==> src/rtl/writeback_arbiter_if.sv <==
// rtl/writeback_arbiter_if.sv - ALU result, load result and register-file write port bundle
interface writeback_arbiter_if;
    logic        alu_valid;
    logic [4:0]  alu_rd;
    logic [31:0] alu_result;
    logic        ld_valid;
    logic        ld_ready;
    logic [4:0]  ld_rd;
    logic [31:0] ld_raw;
    logic [2:0]  ld_funct3;
    logic [1:0]  ld_byte_off;
    logic        alu_stall;
    logic [4:0]  rd_addr;
    logic [31:0] rd_data;
    logic        wr_enable;
    logic [1:0]  fifo_count;

    modport master (
        output alu_valid, alu_rd, alu_result,
        output ld_valid, ld_rd, ld_raw, ld_funct3, ld_byte_off,
        input  ld_ready, alu_stall, rd_addr, rd_data, wr_enable, fifo_count
    );

    modport slave (
        input  alu_valid, alu_rd, alu_result,
        input  ld_valid, ld_rd, ld_raw, ld_funct3, ld_byte_off,
        output ld_ready, alu_stall, rd_addr, rd_data, wr_enable, fifo_count
    );
endinterface

==> src/rtl/writeback_arbiter.sv <==
// rtl/writeback_arbiter.sv - ALU-priority writeback arbiter with a 2-entry formatted load buffer
module writeback_arbiter (
    input  logic                clk,
    input  logic                reset,
    writeback_arbiter_if.slave  wb
);
    logic [1:0]  count_q, count_d;
    logic        wr_ptr_q, wr_ptr_d;
    logic        rd_ptr_q, rd_ptr_d;
    logic [4:0]  ent_rd_q   [2];
    logic [4:0]  ent_rd_d   [2];
    logic [31:0] ent_data_q [2];
    logic [31:0] ent_data_d [2];
    logic [4:0]  rd_addr_q, rd_addr_d;
    logic [31:0] rd_data_q, rd_data_d;
    logic        wr_enable_q, wr_enable_d;

    logic [7:0]  ld_byte;
    logic [15:0] ld_half;
    logic [31:0] ld_fmt;
    logic        enq;
    logic        deq;

    always_comb begin
        case (wb.ld_byte_off)
            2'd0:    ld_byte = wb.ld_raw[7:0];
            2'd1:    ld_byte = wb.ld_raw[15:8];
            2'd2:    ld_byte = wb.ld_raw[23:16];
            default: ld_byte = wb.ld_raw[31:24];
        endcase
        ld_half = wb.ld_byte_off[1] ? wb.ld_raw[31:16] : wb.ld_raw[15:0];
        case (wb.ld_funct3)
            3'b000:  ld_fmt = {{24{ld_byte[7]}}, ld_byte};
            3'b001:  ld_fmt = {{16{ld_half[15]}}, ld_half};
            3'b100:  ld_fmt = {24'd0, ld_byte};
            3'b101:  ld_fmt = {16'd0, ld_half};
            default: ld_fmt = wb.ld_raw;
        endcase
    end

    // Both decisions look only at registered occupancy, so a load enqueued
    // this cycle cannot be dequeued before the next one.
    assign enq = wb.ld_valid && (count_q != 2'd2);
    assign deq = !wb.alu_valid && (count_q != 2'd0);

    always_comb begin
        count_d     = count_q;
        wr_ptr_d    = wr_ptr_q;
        rd_ptr_d    = rd_ptr_q;
        ent_rd_d    = ent_rd_q;
        ent_data_d  = ent_data_q;
        rd_addr_d   = rd_addr_q;
        rd_data_d   = rd_data_q;
        wr_enable_d = 1'b0;

        if (enq) begin
            ent_rd_d[wr_ptr_q]   = wb.ld_rd;
            ent_data_d[wr_ptr_q] = ld_fmt;
            wr_ptr_d             = ~wr_ptr_q;
        end
        if (deq) begin
            rd_ptr_d = ~rd_ptr_q;
        end
        case ({enq, deq})
            2'b10:   count_d = count_q + 2'd1;
            2'b01:   count_d = count_q - 2'd1;
            default: count_d = count_q;
        endcase

        if (wb.alu_valid) begin
            rd_addr_d   = wb.alu_rd;
            rd_data_d   = wb.alu_result;
            wr_enable_d = (wb.alu_rd != 5'd0);
        end else if (deq) begin
            rd_addr_d   = ent_rd_q[rd_ptr_q];
            rd_data_d   = ent_data_q[rd_ptr_q];
            wr_enable_d = (ent_rd_q[rd_ptr_q] != 5'd0);
        end
    end

    always_ff @(posedge clk or posedge reset) begin
        if (reset) begin
            count_q     <= 2'd0;
            wr_ptr_q    <= 1'b0;
            rd_ptr_q    <= 1'b0;
            rd_addr_q   <= 5'd0;
            rd_data_q   <= 32'd0;
            wr_enable_q <= 1'b0;
        end else begin
            count_q     <= count_d;
            wr_ptr_q    <= wr_ptr_d;
            rd_ptr_q    <= rd_ptr_d;
            rd_addr_q   <= rd_addr_d;
            rd_data_q   <= rd_data_d;
            wr_enable_q <= wr_enable_d;
        end
    end

    // Entry storage is only meaningful under the count, so it needs no reset.
    always_ff @(posedge clk) begin
        ent_rd_q   <= ent_rd_d;
        ent_data_q <= ent_data_d;
    end

    assign wb.ld_ready   = (count_q != 2'd2);
    assign wb.alu_stall  = (count_q == 2'd2);
    assign wb.fifo_count = count_q;
    assign wb.rd_addr    = rd_addr_q;
    assign wb.rd_data    = rd_data_q;
    assign wb.wr_enable  = wr_enable_q;
endmodule

==> src/flat_wrapper.sv <==
// flat-port wrapper written by rule: the top's interface ports become plain ports
module writeback_arbiter_flat 
  (clk, reset, wb_alu_valid, wb_alu_rd, wb_alu_result, wb_ld_valid, wb_ld_rd, wb_ld_raw, wb_ld_funct3, wb_ld_byte_off, wb_ld_ready, wb_alu_stall, wb_rd_addr, wb_rd_data, wb_wr_enable, wb_fifo_count);
  writeback_arbiter_if wb_i ();
  input  logic clk;
  input  logic reset;
  input wire logic [$bits(wb_i.alu_valid)-1:0] wb_alu_valid;
  input wire logic [$bits(wb_i.alu_rd)-1:0] wb_alu_rd;
  input wire logic [$bits(wb_i.alu_result)-1:0] wb_alu_result;
  input wire logic [$bits(wb_i.ld_valid)-1:0] wb_ld_valid;
  input wire logic [$bits(wb_i.ld_rd)-1:0] wb_ld_rd;
  input wire logic [$bits(wb_i.ld_raw)-1:0] wb_ld_raw;
  input wire logic [$bits(wb_i.ld_funct3)-1:0] wb_ld_funct3;
  input wire logic [$bits(wb_i.ld_byte_off)-1:0] wb_ld_byte_off;
  output wire logic [$bits(wb_i.ld_ready)-1:0] wb_ld_ready;
  output wire logic [$bits(wb_i.alu_stall)-1:0] wb_alu_stall;
  output wire logic [$bits(wb_i.rd_addr)-1:0] wb_rd_addr;
  output wire logic [$bits(wb_i.rd_data)-1:0] wb_rd_data;
  output wire logic [$bits(wb_i.wr_enable)-1:0] wb_wr_enable;
  output wire logic [$bits(wb_i.fifo_count)-1:0] wb_fifo_count;
  assign wb_i.alu_valid = wb_alu_valid;
  assign wb_i.alu_rd = wb_alu_rd;
  assign wb_i.alu_result = wb_alu_result;
  assign wb_i.ld_valid = wb_ld_valid;
  assign wb_i.ld_rd = wb_ld_rd;
  assign wb_i.ld_raw = wb_ld_raw;
  assign wb_i.ld_funct3 = wb_ld_funct3;
  assign wb_i.ld_byte_off = wb_ld_byte_off;
  assign wb_ld_ready = wb_i.ld_ready;
  assign wb_alu_stall = wb_i.alu_stall;
  assign wb_rd_addr = wb_i.rd_addr;
  assign wb_rd_data = wb_i.rd_data;
  assign wb_wr_enable = wb_i.wr_enable;
  assign wb_fifo_count = wb_i.fifo_count;
  writeback_arbiter u_core (.clk(clk), .reset(reset), .wb(wb_i));
endmodule
==> config.mk <==
export PLATFORM = sky130hd
export DESIGN_NAME = writeback_arbiter_flat
export DESIGN_NICKNAME = d
export VERILOG_FILES = /design/src/rtl/writeback_arbiter_if.sv /design/src/rtl/writeback_arbiter.sv /design/src/flat_wrapper.sv
export SDC_FILE = /design/constraint.sdc
export NUM_CORES = 1
export LEC_CHECK = 0
export ABC_AREA = 1
export CAP_MARGIN = 20
export CORE_ASPECT_RATIO = 1.5
export CORE_MARGIN = 5
export CORE_UTILIZATION = 35
export CTS_CLUSTER_SIZE = 24
export DETAILED_ROUTE_END_ITERATION = 6
export GPL_ROUTABILITY_DRIVEN = 0
export PLACE_DENSITY = 0.59
export RECOVER_POWER = 50
export SYNTH_ARGS = -nofsm -noshare
export SYNTH_HDL_FRONTEND = slang
export SYNTH_SLANG_ARGS = --single-unit
export TNS_END_PERCENT = 20
==> constraint.sdc <==
create_clock -name clk -period 4.8 [get_ports clk]
set_input_delay 0.72 -clock clk [delete_from_list [all_inputs] [get_ports clk]]
set_output_delay 0.72 -clock clk [all_outputs]
set_load 0.03 [all_outputs]
==> flow_results.org <==
** Outcome
- Run status :: finished, violations left
- The checks that failed: max-capacitance violations, max-slew violations.

** Drt
- Final ANT Viol Nets :: 0
- Before antenna repair, the detailed router went through 5 iterations.
- Routed WL :: 13,800 um
- In the routed design, unresolved DRC markers number 0.
- Dividing the detail-routed via count by the number of cells gives 4.77.
- Iteration-0 DRC Markers :: ~230
- The detailed router placed 4,221 vias in this run.
- In the final routed layout, each cell accounts on average for 15.6 um.

** Critical path
- The cell family contributing the most delay on the critical path is buffers and inverters.
- At the worst endpoint, the arrival time is 3.25 ns.
- Crit Reg-Reg Startpoint :: u_core.wb.fifo_count[1]$_DFFE_PP0P_
- Critical Path RT :: 4.80 ns
- Reg-to-reg setup timing slack :: ~1.6 ns
- Crit path buffers/inverters :: 2
- Slowest Stage Delay on Critical Path :: 1.26 ns
- Worst setup EP type :: flop
- Traced cell by cell, the critical path runs through clkdlybuf4s50_1, nand2_1, nor2_1, clkbuf_1.
- On the critical path, the stage with the largest delay is an instance of sky130_fd_sc_hd__clkbuf_1.
- Tracing the worst setup path back leads to its startpoint at wb_ld_valid.
- The most critical setup path has its endpoint at u_core.ent_data_q[44]$_DFFE_PP_.
- Setup Crit Path Kind :: input pin to flop
- The worst setup path is launched from an input pin.
- In this run the number of cells on the critical path is 4.
- Crit Path Max Fanout :: 29
- Logic depth of the worst register-to-register path :: 6
- Reg-to-Reg End :: u_core.ent_data_q[44]$_DFFE_PP_

** GRT
- Number of global-route vias before repair :: between 4,000 and 5,000
- The first global-routing pass estimated between 20,000 and 25,000 um of wire.
- Global routing used between 10% and 20% of the available tracks.
- Entering global routing, the biggest net connects 77 pins.
- Remaining global-route overflow :: 0
- Number of antenna violations at the first check in global routing :: 0

** Logic synthesis
- Dominant synthesized flop cell :: sky130_fd_sc_hd__edfxtp_1
- Portion of the post-synthesis area used by sequential elements :: 59.7%
- Proportion of synthesized flip-flops having asynchronous set or reset :: a little over a third
- Average instance area after synthesis :: 9.90 um^2
- Number of distinct standard cells referenced by the synthesized netlist :: 37
- Synth Warn # :: 0
- Netlist Area Pre-Place :: 5480 um^2
- Synthesis inferred 116 register bits.
- Of the post-synthesis cell area, the dominant cell type holds 40.5%.
- Of all cell types, the one taking the most synthesized area is sky130_fd_sc_hd__edfxtp_1.
- Synthesis handed over a netlist of 554 instances.
- Post-synth EDFFs :: 74
- Synthesis produced a netlist with a net count of ~640.
- In the post-synthesis netlist, the biggest area contributors are sky130_fd_sc_hd__edfxtp_1, sky130_fd_sc_hd__dfrtp_1, sky130_fd_sc_hd__a21oi_1.

** Cells and area
- Post-route cell area :: 7350 um^2
- Cells with a size suffix above 1 make up 7.92% of the layout.
- Finished Core Util :: 47.3%
- Most frequent cells in the layout :: sky130_fd_sc_hd__nand2_1, sky130_fd_sc_hd__clkdlybuf4s50_1, sky130_fd_sc_hd__a21oi_1
- Syn-to-layout area delta :: 34.1%
- 0 antenna diodes ended up in the layout.
- Number of nets in the final layout :: about 750
- Most common library cell in the layout ignoring fill and taps :: sky130_fd_sc_hd__nand2_1

** Clock tree
- Clock-pin slew of the registers on the worst-case setup and hold paths :: 0.05 ns
- Buffers inserted during post-CTS setup optimization :: 0
- Longest Clk Path Bufs :: 2
- Cell at the root of the clock tree :: sky130_fd_sc_hd__clkbuf_16
- TritonCTS created 17 clock buffers.
- CTS saw 116 sinks.
- Gates resized, CTS repair :: 0
- Latest clock arrival within the worst-skew pair :: 0.41 ns
- Hold_buf cts :: 0
- Number of H-tree levels :: 4
- Clock tree from TritonCTS :: yes

** Timing
- The final-report hold violation count is 0.
- Shortest clock period the worst path allows after layout :: 3.24 ns
- For the pin with the worst max-slew slack, the measured transition is 2.40 ns.
- The clock arrives with 0.00899 ns of skew.
- After layout, the worst path uses between 60 and 70% of the clock period.
- Final count of negative-setup-slack endpoints :: 0
- The worst pin sits at a relative slew slack of -59.7%.
- Count of final max-slew check failures :: 108
- Worst path setup slack after routing :: 1.56 ns
- Based on the critical path, the design can be clocked at up to 308 MHz.
- Setup repair after global routing missed its margin :: no
- Sum of negative setup slack :: 0 ns

** Power and ir drop
- Dividing total power by cell area gives a power density of 569 nW/um^2.
- Across the VDD grid, the largest voltage drop is 0.265 mV.
- Static leakage power :: between 0.002 and 0.003 uW
- Total power :: roughly 4200 uW

** Place
- Instance area at placement :: ~6800 um^2
- The wire-length estimate of the detail-placed layout is 10,100 um.
- During placement, the flow inserted port buffers numbering 124.
- Pre-CTS setup slack :: 1.64 ns

** Floorplan
- Number of I/O pins :: ~130
- Site row count :: 56
- CORE AREA :: 15,600 um^2
- The die is 163 um tall.
- From left edge to right edge, the die measures 112 um.
- Once the floorplan was initialized, standard cells occupied 35.2% of the core.
- The die covers around 18,000 um^2.

** Flow run
- Max Cap Viol :: 3

** Hold path
- Hold Crit Class :: flop to flop
worst min path at each step:
stage                                      from                                to  slack [ns]  cells past startpoint
2_1_floorplan      u_core.ent_rd_q[7]$_DFFE_PP_  u_core.wb.rd_addr[2]$_DFFE_PP0P_        0.48                      2
3_3_place_gp   u_core.wb.rd_addr[0]$_DFFE_PP0P_  u_core.wb.rd_addr[0]$_DFFE_PP0P_        0.47                      2
3_5_place_dp   u_core.wb.rd_addr[0]$_DFFE_PP0P_  u_core.wb.rd_addr[0]$_DFFE_PP0P_        0.47                      2
4_1_cts        u_core.wb.rd_addr[0]$_DFFE_PP0P_  u_core.wb.rd_addr[0]$_DFFE_PP0P_        0.48                      2
5_1_grt        u_core.wb.rd_addr[3]$_DFFE_PP0P_  u_core.wb.rd_addr[3]$_DFFE_PP0P_        0.53                      2
6_report       u_core.wb.rd_addr[0]$_DFFE_PP0P_  u_core.wb.rd_addr[0]$_DFFE_PP0P_        0.48                      2
per-stage QoR:
step                      cells  hold slack [ns]
final                       885            0.477
after global placement      850            0.468
after detailed placement    850            0.469
after global routing        885            0.528
after CTS                   882            0.485
after floorplan             554            0.484
state kept, by name, indices dropped and copies added (netlist names):
register              count
u_core.wb.fifo_count      2
u_core.rd_ptr_q           1
u_core.wb.rd_addr         5
u_core.wr_ptr_q           1
u_core.ent_rd_q          10
u_core.wb.wr_enable       1
u_core.wb.rd_data        32
u_core.ent_data_q        64
per-layer routing:
metal	GRT usage (%)	part of all wire (%)	up-vias	wire length, um
met1	17.2	40	1946	5540
met3	3.85	5.0	23	696
met2	26.6	52	141	7160
li1	-	-	2111	-
met5	0	0	-	0
met4	7.00	2.9	0	405
synthesized netlist by cell type, drive strengths merged (2+ instances only):
cell type and n:
edfxtp 74, buf 28, xor2 2, o21ai 10
a21oi 95, o21a 6, nand3 27, dfrtp 42
clkinv 2, nand2 114, inv 52, o211ai 33
clkbuf 4, nor2 58
where the power goes:
part           internal (uW)  switching [uW]
sequential              1410             145
clock                    764             450
combinational            520             894
worst min-delay path, cell delays in order, from the launching register on:
cell	delay, ns
sky130_fd_sc_hd__dfrtp_1	0.34
sky130_fd_sc_hd__nand2_1	0.05
sky130_fd_sc_hd__nand2_1	0.05
cell type report:
cell class / count / area [um^2]
fillers: 1442 / 8200
flip-flops and latches: 116 / 3270
multi-input cells: 350 / 1740
repair buffers: 130 / 1290
clock buffers: 17 / 425
well taps: 203 / 254
inverters: 54 / 211
clock inverters: 15 / 158
cell families (layout without fill, tap and decap cells):
group | Yosys count | after routing | synth area share [%]
AOI/OAI and AO/OA | 145 | 145 | 15.3
xor gates and xnor gates | 3 | 3 | 0.479
adders and majority gates | 1 | 1 | 0.228
buffers and inverters | 88 | 216 | 8.51
DFF | 116 | 116 | 59.7
and+or+nand+nor | 201 | 201 | 15.8
Power figures use the tool's default switching activity.
